File: config.mk
export PLATFORM = sky130hd
export DESIGN_NAME = key_event_fifo_flat
export DESIGN_NICKNAME = d
export VERILOG_FILES = /design/src/rtl/key_event_fifo_if.sv /design/src/rtl/key_event_fifo.sv /design/src/flat_wrapper.sv
export SDC_FILE = /design/constraint.sdc
export NUM_CORES = 1
export LEC_CHECK = 0
export ABC_AREA = 1
export CAP_MARGIN = 20
export CORE_UTILIZATION = 30
export DETAILED_ROUTE_END_ITERATION = 8
export PLACE_DENSITY = 0.48
export SLEW_MARGIN = 20
export SYNTH_ARGS = -nofsm -noshare
export SYNTH_HDL_FRONTEND = slang
export SYNTH_SLANG_ARGS = --single-unit
File: constraint.sdc
create_clock -name clk -period 5.5 [get_ports clk]
set_input_delay 0.55 -clock clk [delete_from_list [all_inputs] [get_ports clk]]
set_output_delay 0.55 -clock clk [all_outputs]
set_load 0.01 [all_outputs]
File: src/rtl/key_event_fifo_if.sv
// Handshake bundle between the keypad event queue and its consumer.
interface key_event_fifo_if;
  logic [15:0] key;
  logic        pop;
  logic        clr_ovf;
  logic [15:0] pressed;
  logic [3:0]  code;
  logic        valid;
  logic        overflow;

  modport master (
    output key, pop, clr_ovf,
    input  pressed, code, valid, overflow
  );

  modport slave (
    input  key, pop, clr_ovf,
    output pressed, code, valid, overflow
  );
endinterface

File: src/rtl/key_event_fifo.sv
// Debounces a 16-key keypad, turns each debounced press into a 4-bit code
// and queues the codes in a small FIFO drained through a valid/pop handshake.
module key_event_fifo #(
  parameter int DEBOUNCE_CYCLES = 20000,
  parameter int CNT_W           = 15,
  parameter int FIFO_DEPTH      = 4
) (
  input  logic             clk,
  input  logic             rst_n,
  key_event_fifo_if.slave  bus
);

  localparam int AW = $clog2(FIFO_DEPTH);
  localparam logic [CNT_W-1:0] CNT_MAX = CNT_W'(DEBOUNCE_CYCLES - 1);
  localparam logic [CNT_W-1:0] CNT_ONE = CNT_W'(1);
  localparam logic [AW:0]      PTR_ONE = (AW+1)'(1);

  logic [15:0]      r_s1;
  logic [15:0]      r_s2;
  logic [15:0]      r_pressed;
  logic [15:0]      r_pressed_d;
  logic [15:0]      r_pending;
  logic [CNT_W-1:0] r_cnt [16];
  logic [3:0]       r_mem [FIFO_DEPTH];
  logic [AW:0]      r_wr_ptr;
  logic [AW:0]      r_rd_ptr;
  logic             r_overflow;

  logic [15:0] w_rise;
  logic [15:0] w_sel_mask;
  logic [3:0]  w_sel_idx;
  logic        w_has_sel;
  logic        w_empty;
  logic        w_full;
  logic        w_pop_acc;
  logic        w_push;
  logic        w_drop;

  assign w_rise     = r_pressed & ~r_pressed_d;
  assign w_has_sel  = |r_pending;
  // Two's-complement trick isolates the lowest pending bit.
  assign w_sel_mask = r_pending & (~r_pending + 16'd1);

  always_comb begin
    w_sel_idx = 4'd0;
    for (int i = 15; i >= 0; i--) begin
      if (r_pending[i]) w_sel_idx = 4'(i);
    end
  end

  assign w_empty   = (r_wr_ptr == r_rd_ptr);
  assign w_full    = (r_wr_ptr[AW] != r_rd_ptr[AW]) &&
                     (r_wr_ptr[AW-1:0] == r_rd_ptr[AW-1:0]);
  assign w_pop_acc = bus.pop & ~w_empty;
  assign w_push    = w_has_sel & (~w_full | w_pop_acc);
  assign w_drop    = w_has_sel & ~w_push;

  always_ff @(posedge clk) begin
    if (!rst_n) begin
      r_s1        <= '0;
      r_s2        <= '0;
      r_pressed   <= '0;
      r_pressed_d <= '0;
      for (int i = 0; i < 16; i++) r_cnt[i] <= '0;
    end else begin
      r_s1        <= bus.key;
      r_s2        <= r_s1;
      r_pressed_d <= r_pressed;
      for (int i = 0; i < 16; i++) begin
        if (r_s2[i] == r_pressed[i]) begin
          r_cnt[i] <= '0;
        end else if (r_cnt[i] == CNT_MAX) begin
          r_pressed[i] <= r_s2[i];
          r_cnt[i]     <= '0;
        end else begin
          r_cnt[i] <= r_cnt[i] + CNT_ONE;
        end
      end
    end
  end

  // A rise in the same cycle as the clear keeps the bit pending.
  always_ff @(posedge clk) begin
    if (!rst_n) begin
      r_pending  <= '0;
      r_wr_ptr   <= '0;
      r_rd_ptr   <= '0;
      r_overflow <= 1'b0;
      for (int i = 0; i < FIFO_DEPTH; i++) r_mem[i] <= '0;
    end else begin
      r_pending <= (r_pending & ~w_sel_mask) | w_rise;
      if (w_push) begin
        r_mem[r_wr_ptr[AW-1:0]] <= w_sel_idx;
        r_wr_ptr                <= r_wr_ptr + PTR_ONE;
      end
      if (w_pop_acc) r_rd_ptr <= r_rd_ptr + PTR_ONE;
      if (w_drop) r_overflow <= 1'b1;
      else if (bus.clr_ovf) r_overflow <= 1'b0;
    end
  end

  assign bus.pressed  = r_pressed;
  assign bus.valid    = ~w_empty;
  assign bus.code     = w_empty ? 4'd0 : r_mem[r_rd_ptr[AW-1:0]];
  assign bus.overflow = r_overflow;

endmodule

File: src/flat_wrapper.sv
// flat-port wrapper written by rule: the top's interface ports become plain ports
module key_event_fifo_flat 
#(
  parameter int DEBOUNCE_CYCLES = 20000,
  parameter int CNT_W           = 15,
  parameter int FIFO_DEPTH      = 4
)
  (clk, rst_n, bus_key, bus_pop, bus_clr_ovf, bus_pressed, bus_code, bus_valid, bus_overflow);
  key_event_fifo_if bus_i ();
  input  logic clk;
  input  logic rst_n;
  input wire logic [$bits(bus_i.key)-1:0] bus_key;
  input wire logic [$bits(bus_i.pop)-1:0] bus_pop;
  input wire logic [$bits(bus_i.clr_ovf)-1:0] bus_clr_ovf;
  output wire logic [$bits(bus_i.pressed)-1:0] bus_pressed;
  output wire logic [$bits(bus_i.code)-1:0] bus_code;
  output wire logic [$bits(bus_i.valid)-1:0] bus_valid;
  output wire logic [$bits(bus_i.overflow)-1:0] bus_overflow;
  assign bus_i.key = bus_key;
  assign bus_i.pop = bus_pop;
  assign bus_i.clr_ovf = bus_clr_ovf;
  assign bus_pressed = bus_i.pressed;
  assign bus_code = bus_i.code;
  assign bus_valid = bus_i.valid;
  assign bus_overflow = bus_i.overflow;
  key_event_fifo #(.DEBOUNCE_CYCLES(DEBOUNCE_CYCLES), .CNT_W(CNT_W), .FIFO_DEPTH(FIFO_DEPTH)) u_core (.clk(clk), .rst_n(rst_n), .bus(bus_i));
endmodule
**Yosys cells after proc, flatten, opt, wreduce, memory -nomap -nowiden**

Memory sizes are Yosys's and may differ from the RTL's. A register that Yosys moved wholly into a read port is not among the register bits.
Cells that the tools add are included.

- Bitwise logic cells: 78
- Reduce and logical (&&, ||, !) cells: 20
- $add $sub $neg: 19
- Equal/unequal tests: 35
- Multiplexer cells: 252

Operator list:

| kind | count |
|---|---|
| $mux 15 | 48 |
| $add 15x1->15 const B | 16 |
| $eq 15x15->1 const B | 16 |
| $mux 1 | 183 |
| $mux 4 | 18 |
| $or 1x1->1 | 49 |
| $and 16x16->16 | 3 |
| $not 16->16 | 3 |
| $reduce_and 2->1 | 16 |
| $not 1->1 | 19 |
| $add 16x1->16 const B | 1 |
| $eq 1x1->1 | 16 |
| $or 16x16->16 | 1 |
| $reduce_or 16->1 | 1 |
| $add 3x1->3 const B | 2 |
| $mux 2 | 3 |
| $reduce_or 4->1 | 1 |
| $and 1x1->1 | 3 |
| $eq 3x3->1 | 1 |
| $eq 2x2->1 | 1 |
| $reduce_bool 2->1 | 1 |
| $logic_and 1x1->1 | 1 |
| $ne 1x1->1 | 1 |

- Memories kept: 2
- Logic and storage cells: 429
- Input port bits: 20
- RAM bits: 256
- Output and inout port bits: 22
- Flip-flop bits (word level): 87

Memory list:

| name | depth | width | rd ports | clocked after Yosys merged registers in | write ports | line | source |
|---|---|---|---|---|---|---|---|
| u_core.r_cnt | 16 | 15 | 16 | 0 | 16 | key_event_fifo.sv:23 | `logic [CNT_W-1:0] r_cnt [16];` |
| u_core.r_mem | 4 | 4 | 1 | 1 | 4 | key_event_fifo.sv:24 | `logic [3:0] r_mem [FIFO_DEPTH];` |

**Logic depth before layout (Yosys ltp)**

Gate-level depths: netlist of run 1.

- Depth after elaboration: 17
- Depth in mapped cells: 17
- Depth with buffers taken out: 17

**Worst setup path before layout of run 1**

OpenSTA, ideal clock, no wires.

- Path kind: register to register
- From: memory u_core.r_cnt[12][0], in the netlist u_core.r_cnt[0][180]
- To: memory u_core.r_cnt[12][14], in the netlist u_core.r_cnt[0][194] (data pin)
- Stages on the path, launching flop included: 14
- Data required time: 5243 ps
- Setup time: 257 ps
- Buffers on the path: 0
- Arrival: 1523 ps
- Path slack: 3720 ps
- Period minus slack after synthesis: 1780 ps
- Cell sequence: edfxtp_1 -> ha_1 -> nand2_1 -> inv_2 -> nand2_2 -> nor3_2 -> nand2_1 -> nor2_2 -> inv_2 -> nor2_2 -> inv_2 -> nor2_2 -> and3_1 -> nor3_2

RTL lines:

| element | line |
|---|---|
| from (decl) | key_event_fifo.sv:23 |

==> flow_summary.json, run 1 <==
{
  "outcome": "completed",
  "route.detailed.drc": 0,
  "drt_wl_total_um": 31400,
  "min_period_ns": 2.76,
  "synthSimpleGateAreaFrac_pct": 23.3,
  "wl_per_cell_um": 10.7,
  "rsz0062_at_grt": "false",
  "multi_input_area_sq_mm": 0.00694,
  "synth_most_common_cell": "inv_1",
  "synth_top_family_by_area": "simple AND/OR/NAND/NOR gates",
  "synthArstFlopShare_pct": 0,
  "yosysTopAreaCell": "edfxtp_1",
  "firstDrtPassIters": 5,
  "crit_chain": "inv_1 -> nor2_1 -> o32ai_1 -> nand2_1 -> inv_1 -> clkdlybuf4s50_1",
  "gr-total-overflow": 0,
  "postCtsHoldBufs": 0,
  "area_growth_pct": 20.9,
  "period_share_pct": 50.2,
  "via_count": 12400,
  "start_kind": "flip-flop",
  "rows": 86,
  "fin_nets": 2184,
  "synth_cell_types": 47,
  "tns_ns": 0,
  "finalHoldViolations": 0,
  "crit_slowest_cell": "clkdlybuf4s50_1",
  "cpPeakStageDelay_ns": 0.52,
  "synth_common_cells": "286 x inv_1, 266 x nand2_1, 256 x edfxtp_1",
  "crit_buf_inv": 3,
  "cp_top_family": "buffers and inverters",
  "hold_depth": 3,
  "seq_area_frac_synth_pct": 56.5,
  "finalWorstSetupSlack_ns": 2.74,
  "ys.warnings.count": 0,
  "htreeDepth": 2,
  "setup_viol": 0,
  "synth_adder_area_share_pct": 1.34,
  "seqCellArea_sq_mm": 0.00947,
  "cts_num_sinks": 345,
  "reg2reg_slack_ns": 3.27,
  "cp_common_cell": "inv_1",
  "root_buffer": "clkbuf_16",
  "port_buffers": 41,
  "finalClockSkew_ns": 0.0115,
  "synth_top_area_share_pct": 45.8,
  "postLayoutCellArea_sq_mm": 0.0203,
  "syn_inst": 1839,
  "avgSynthCellArea_sq_um": 9.12,
  "synthesis.area_sq_mm": 0.0168,
  "cts_buffers": 41,
  "synthMuxAreaShare_pct": 0,
  "critPathKind": "reg -> out",
  "fill_cells": 5709,
  "cts_tree": "built",
  "initial_utilization_pct": 30.4,
  "dp_hpwl_um": 22800,
  "cts_resized": 0,
  "end_kind": "primary output",
  "via_per_inst": 4.22,
  "tightest_slew_ns": 0.677,
  "postCtsSetupBuffers": 0,
  "synth-main-ff-cell": "edfxtp_1",
  "synth_compound_area_share_pct": 9.18,
  "grt_max_degree": 44,
  "core_area_sq_mm": 0.0552,
  "dieArea_sq_mm": 0.0569,
  "track_usage_pct": 11.4,
  "fmax_ghz": 0.362,
  "relSlewSlack_pct": 54.9,
  "drive_gt1_share_pct": 7.89,
  "die_w_um": 238,
  "drtAntennaViolNets": 0,
  "synthXorXnorAreaFrac_pct": 2.14,
  "drt_iter0_drc": 565,
  "insertion_delay_ns": 0.56,
  "synthTopCellsByArea": "edfxtp_1 46%, dfxtp_1 11%, inv_1 6.4%, nand2_1 6.0%, nor2_1 5.0%",
  "ys_seq_elements": 345,
  "cts_buffer_depth": 3,
  "whs_ns": 0.339,
  "reg2reg_from": "u_core.r_cnt[0][60]",
  "path_max_fanout": 9,
  "dp_slack_ns": 3.04,
  "grt_pass1_vias": 11800,
  "clk_pin_slew_ns": 0.06,
  "num_antenna_cells": 0,
  "grt_pass1_wl_um": 54100,
  "routabilityCongestion": 0.784,
  "io-pin-count": 42,
  "min-delay-path-class": "in -> reg",
  "grt_antenna_before_repair": 0,
  "worstHoldStart": "rst_n",
  "placed_area_sq_mm": 0.0189,
  "crit_required_ns": 4.95,
  "r2r_cells": 9,
  "r2r-end": "u_core.r_cnt[0][71]",
  "total_leakage_power_uw": 0.00832,
  "ir_drop_uv": 215,
  "cap_violations": 0,
  "cp.arrival_ns": 2.21,
  "die_h_um": 238,
  "hold-path-endpoint": "u_core.r_s2[4]",
  "synth_edf_count": 256,
  "report.final.slew_viol_count": 0,
  "powerDensity_mw_per_mm2": 289
}
[how the worst max path moves through the flow]
| stage | from | to | slack (ns) | cells past startpoint |
|---|---|---|---|---|
| 5_1_grt | flip-flop | bus_code[3] | 2.59 | 6 |
| 2_1_floorplan | u_core.r_cnt[0][180] | u_core.r_cnt[0][194] | 3.72 | 13 |
| 6_report | flip-flop | bus_code[3] | 2.74 | 6 |
| 4_1_cts | flip-flop | bus_code[3] | 2.69 | 6 |
| 3_3_place_gp | rst_n | u_core.r_cnt[0][235] | 3.10 | 7 |
| 3_5_place_dp | rst_n | u_core.r_cnt[0][117] | 3.04 | 7 |
[flip-flops by register name, summed over array words and instances, names as in the netlist, named ones only]
signal and count:
u_core.r_pending 16, u_core.r_rd_ptr 3, u_core.bus.overflow 1, u_core.bus.pressed 16, u_core.r_s2 16, u_core.r_s1 16, u_core.r_wr_ptr 3, u_core.r_mem 16
u_core.r_pressed_d 16, u_core.r_cnt 240
[metrics by stage]
| stage | util (%) | cells | power (uW) |
|---|---|---|---|
| 4_1_cts | 36.7 | 2927 | 5980 |
| 6_report | 36.7 | 2927 | 5860 |
| 2_1_floorplan | - | 2078 | 3170 |
| 3_3_place_gp | 34.3 | 2851 | 3240 |
| 5_1_grt | 36.7 | 2927 | 6110 |
| 3_5_place_dp | 34.3 | 2851 | 3250 |
[cell type report]
type / count / share of cell area, %
Clock inverter: 15 / 0.376
Sequential cell: 345 / 46.7
Timing Repair Buffer: 43 / 2.09
Clock buffer: 61 / 6.19
Tap cell: 748 / 4.62
Multi-Input combinational cell: 1401 / 34.2
Inverter: 314 / 5.81
[routing by layer]
layer | share of wire, % | GRT usage [%] | up-vias | wire [um]
met5 | 0 | 0 | - | 0
met4 | 2.4 | 4.18 | 0 | 756
met3 | 3.5 | 2.23 | 53 | 1110
met2 | 45 | 18.5 | 126 | 14100
met1 | 49 | 15.0 | 5577 | 15500
li1 | - | - | 6596 | -
[power by group]
| group | internal [uW] | switching (uW) |
|---|---|---|
| Sequential | 2890 | 72.4 |
| Clock | 1580 | 1080 |
| Combinational | 79.1 | 157 |
[cells by family (layout without fill, tap and decap cells)]
logic type,after synthesis,in the layout
buffers and inverters,332,433
adders and majority gates,18,18
other,1,240
AOI/OAI and AO/OA,286,286
xor gates and xnor gates,41,41
DFF,345,345
and+or+nand+nor,816,816
[worst register-to-register path, stage by stage (launching register included)]
cell and delay (ns):
edfxtp_1 0.37, ha_1 0.17, nand2_1 0.05, inv_1 0.11, nand2_1 0.09, nor4_1 0.51
nor2_1 0.18, inv_1 0.33, a21oi_1 0.07, o21a_1 0.12
[placed cells by master, fill, tap and decap left out, drive strengths merged, types with 16 or more instances in the layout]
cell type	n
xor2	25
o21a	16
ha	18
edfxtp	256
o21ai	107
xnor2	16
nand2	273
clkdlybuf4s50	40
conb	240
a21oi	137
nor3b	23
nand3	88
nor4	28
nand4	42
clkbuf	61
nor2	250
dfxtp	89
nor3	94
clkinv	17
inv	312
No activity file was read; power rests on OpenSTA's default activity.
==> run 2, diff against run 1 <==
- clock period: 5.5 -> 2.75 ns (I/O delays scaled with it)
==> flow_summary.json, run 2 (synthesized netlist as in run 1, its figures left out) <==
{
  "hold_depth": 4,
  "min_period_ns": 2.46,
  "reg2reg_slack_ns": 0.57,
  "cap_violations": 0,
  "p_clk_share_pct": 45.8,
  "dp_cells": 2853,
  "cp.arrival_ns": 2.19,
  "min-delay-path-class": "in -> reg",
  "grt_pass1_vias": 11700,
  "outcome": "completed",
  "postCtsHoldBufs": 0,
  "num_antenna_cells": 0,
  "dieArea_sq_mm": 0.0569,
  "setup_viol": 0,
  "r2r-end": "u_core.r_cnt[0][71]",
  "p_sw_uw": 2670,
  "cts_buffers": 42,
  "clk_pin_slew_ns": 0.06,
  "root_buffer": "clkbuf_16",
  "crit_required_ns": 2.48,
  "finalHoldViolations": 0,
  "drt_wl_total_um": 31600,
  "reg2reg_from": "u_core.r_cnt[0][60]",
  "routabilityCongestion": 0.799,
  "cts_buffer_depth": 3,
  "drtAntennaViolNets": 0,
  "track_usage_pct": 11.4,
  "tns_ns": 0,
  "p_int_uw": 9140,
  "die_w_um": 238,
  "finalClockSkew_ns": 0.0219,
  "ir_drop_uv": 352,
  "dp_hpwl_um": 22700,
  "port_buffers": 41,
  "swShare_pct": 22.6,
  "grt_antenna_before_repair": 0,
  "comb_power_share_pct": 4.0,
  "largest_reg_flops": 240,
  "final_util_pct": 36.9,
  "powerDensity_mw_per_mm2": 581,
  "fmax_ghz": 0.406,
  "period_share_pct": 89.5,
  "postLayoutCellArea_sq_mm": 0.0203,
  "route.detailed.drc": 0,
  "firstDrtPassIters": 5,
  "cts_tree": "built",
  "via_per_inst": 4.22,
  "drt_iter0_drc": 596,
  "layout_common_cells": "286 x inv_1, 266 x nand2_1, 256 x edfxtp_1, 240 x conb_1, 225 x nor2_1",
  "via_count": 12400,
  "cts_resized": 0,
  "placed_area_sq_mm": 0.0190,
  "postCtsSetupBuffers": 0,
  "end_kind": "primary output",
  "start_kind": "flip-flop",
  "fin_nets": 2187,
  "worstHoldStart": "rst_n",
  "multi_input_area_sq_mm": 0.00694,
  "grt_pass1_wl_um": 53900,
  "rows": 86,
  "fill_cells": 5628,
  "final_common_cell": "inv_1",
  "hold-path-endpoint": "u_core.r_s2[1]",
  "critPathKind": "reg -> out",
  "htreeDepth": 2,
  "path_max_fanout": 9,
  "gr-total-overflow": 0,
  "report.final.slew_viol_count": 0,
  "initial_utilization_pct": 30.4,
  "largest-register": "u_core.r_cnt",
  "drive_gt1_share_pct": 8.11,
  "cts_num_sinks": 345,
  "r2r_cells": 9,
  "p_seq_share_pct": 50.1,
  "io-pin-count": 42,
  "rsz0062_at_grt": "false",
  "seqCellArea_sq_mm": 0.00947,
  "tightest_slew_ns": 0.570,
  "wl_per_cell_um": 10.8,
  "total_leakage_power_uw": 0.00834,
  "grt_max_degree": 59,
  "insertion_delay_ns": 0.57,
  "relSlewSlack_pct": 61.9,
  "die_h_um": 238,
  "stdcell_count": 2931,
  "whs_ns": 0.186,
  "area_growth_pct": 21.3,
  "core_area_sq_mm": 0.0552
}
-- run 2: changes by cell type in the layout (fill, tap and decap cells not counted), sizes merged --
cell / previous run / this run
inv: 312 / 311
buf: 3 / 5
clkbuf: 61 / 64
clkinvlp: 0 / 2
clkinv: 17 / 15
-- run 2: worst max-delay path by stage --
stage	end	slack [ns]
after global routing	bus_code[0]	0.08
after global placement	u_core.r_cnt[0][71]	0.67
after detailed placement	u_core.r_cnt[0][71]	0.60
final	bus_code[3]	0.29
after floorplan	u_core.r_cnt[0][194]	0.97
after CTS	bus_code[0]	0.23
-- run 2: per-layer routing --
metal  vias up  share of wire (%)  GRT usage (%)  wire length [um]
li1       6600                  -              -                 -
met1      5600                 50           15.3             15800
met2       127                 44           18.3             13900
met3        53                3.8           2.34              1200
met4         0                2.0           3.89               639
met5         -                  0              0                 0
-- run 2: power groups by stage --
stage	sequential (uW)	combinational (uW)	clock (uW)
global route	5950	559	5820
detailed placement	6030	475	0
global placement	6030	469	0
finish	5920	476	5420
floorplan	5990	357	0
CTS	5920	477	5650
-- run 2: metrics by stage --
step,setup WS (ns),total power [uW]
after floorplan,0.970,6340
after global placement,0.670,6490
after detailed placement,0.597,6510
after CTS,0.229,12000
after global routing,0.0798,12300
final,0.288,11800
-- run 2: final cells by class --
class	count	area share, %
clock inverters	14	0.474
repair buffers	45	2.21
inverters	314	5.79
well taps	748	4.60
flip-flops and latches	345	46.5
multi-input cells	1401	34.1
clock buffers	64	6.27
-- run 2: worst max-delay path: stages (launching register included) --
cell and delay (ns):
dfxtp_1 0.38, inv_1 0.21, nor2_1 0.08, o32ai_1 0.28, nand2_1 0.09, inv_1 0.06, clkdlybuf4s50_1 0.53
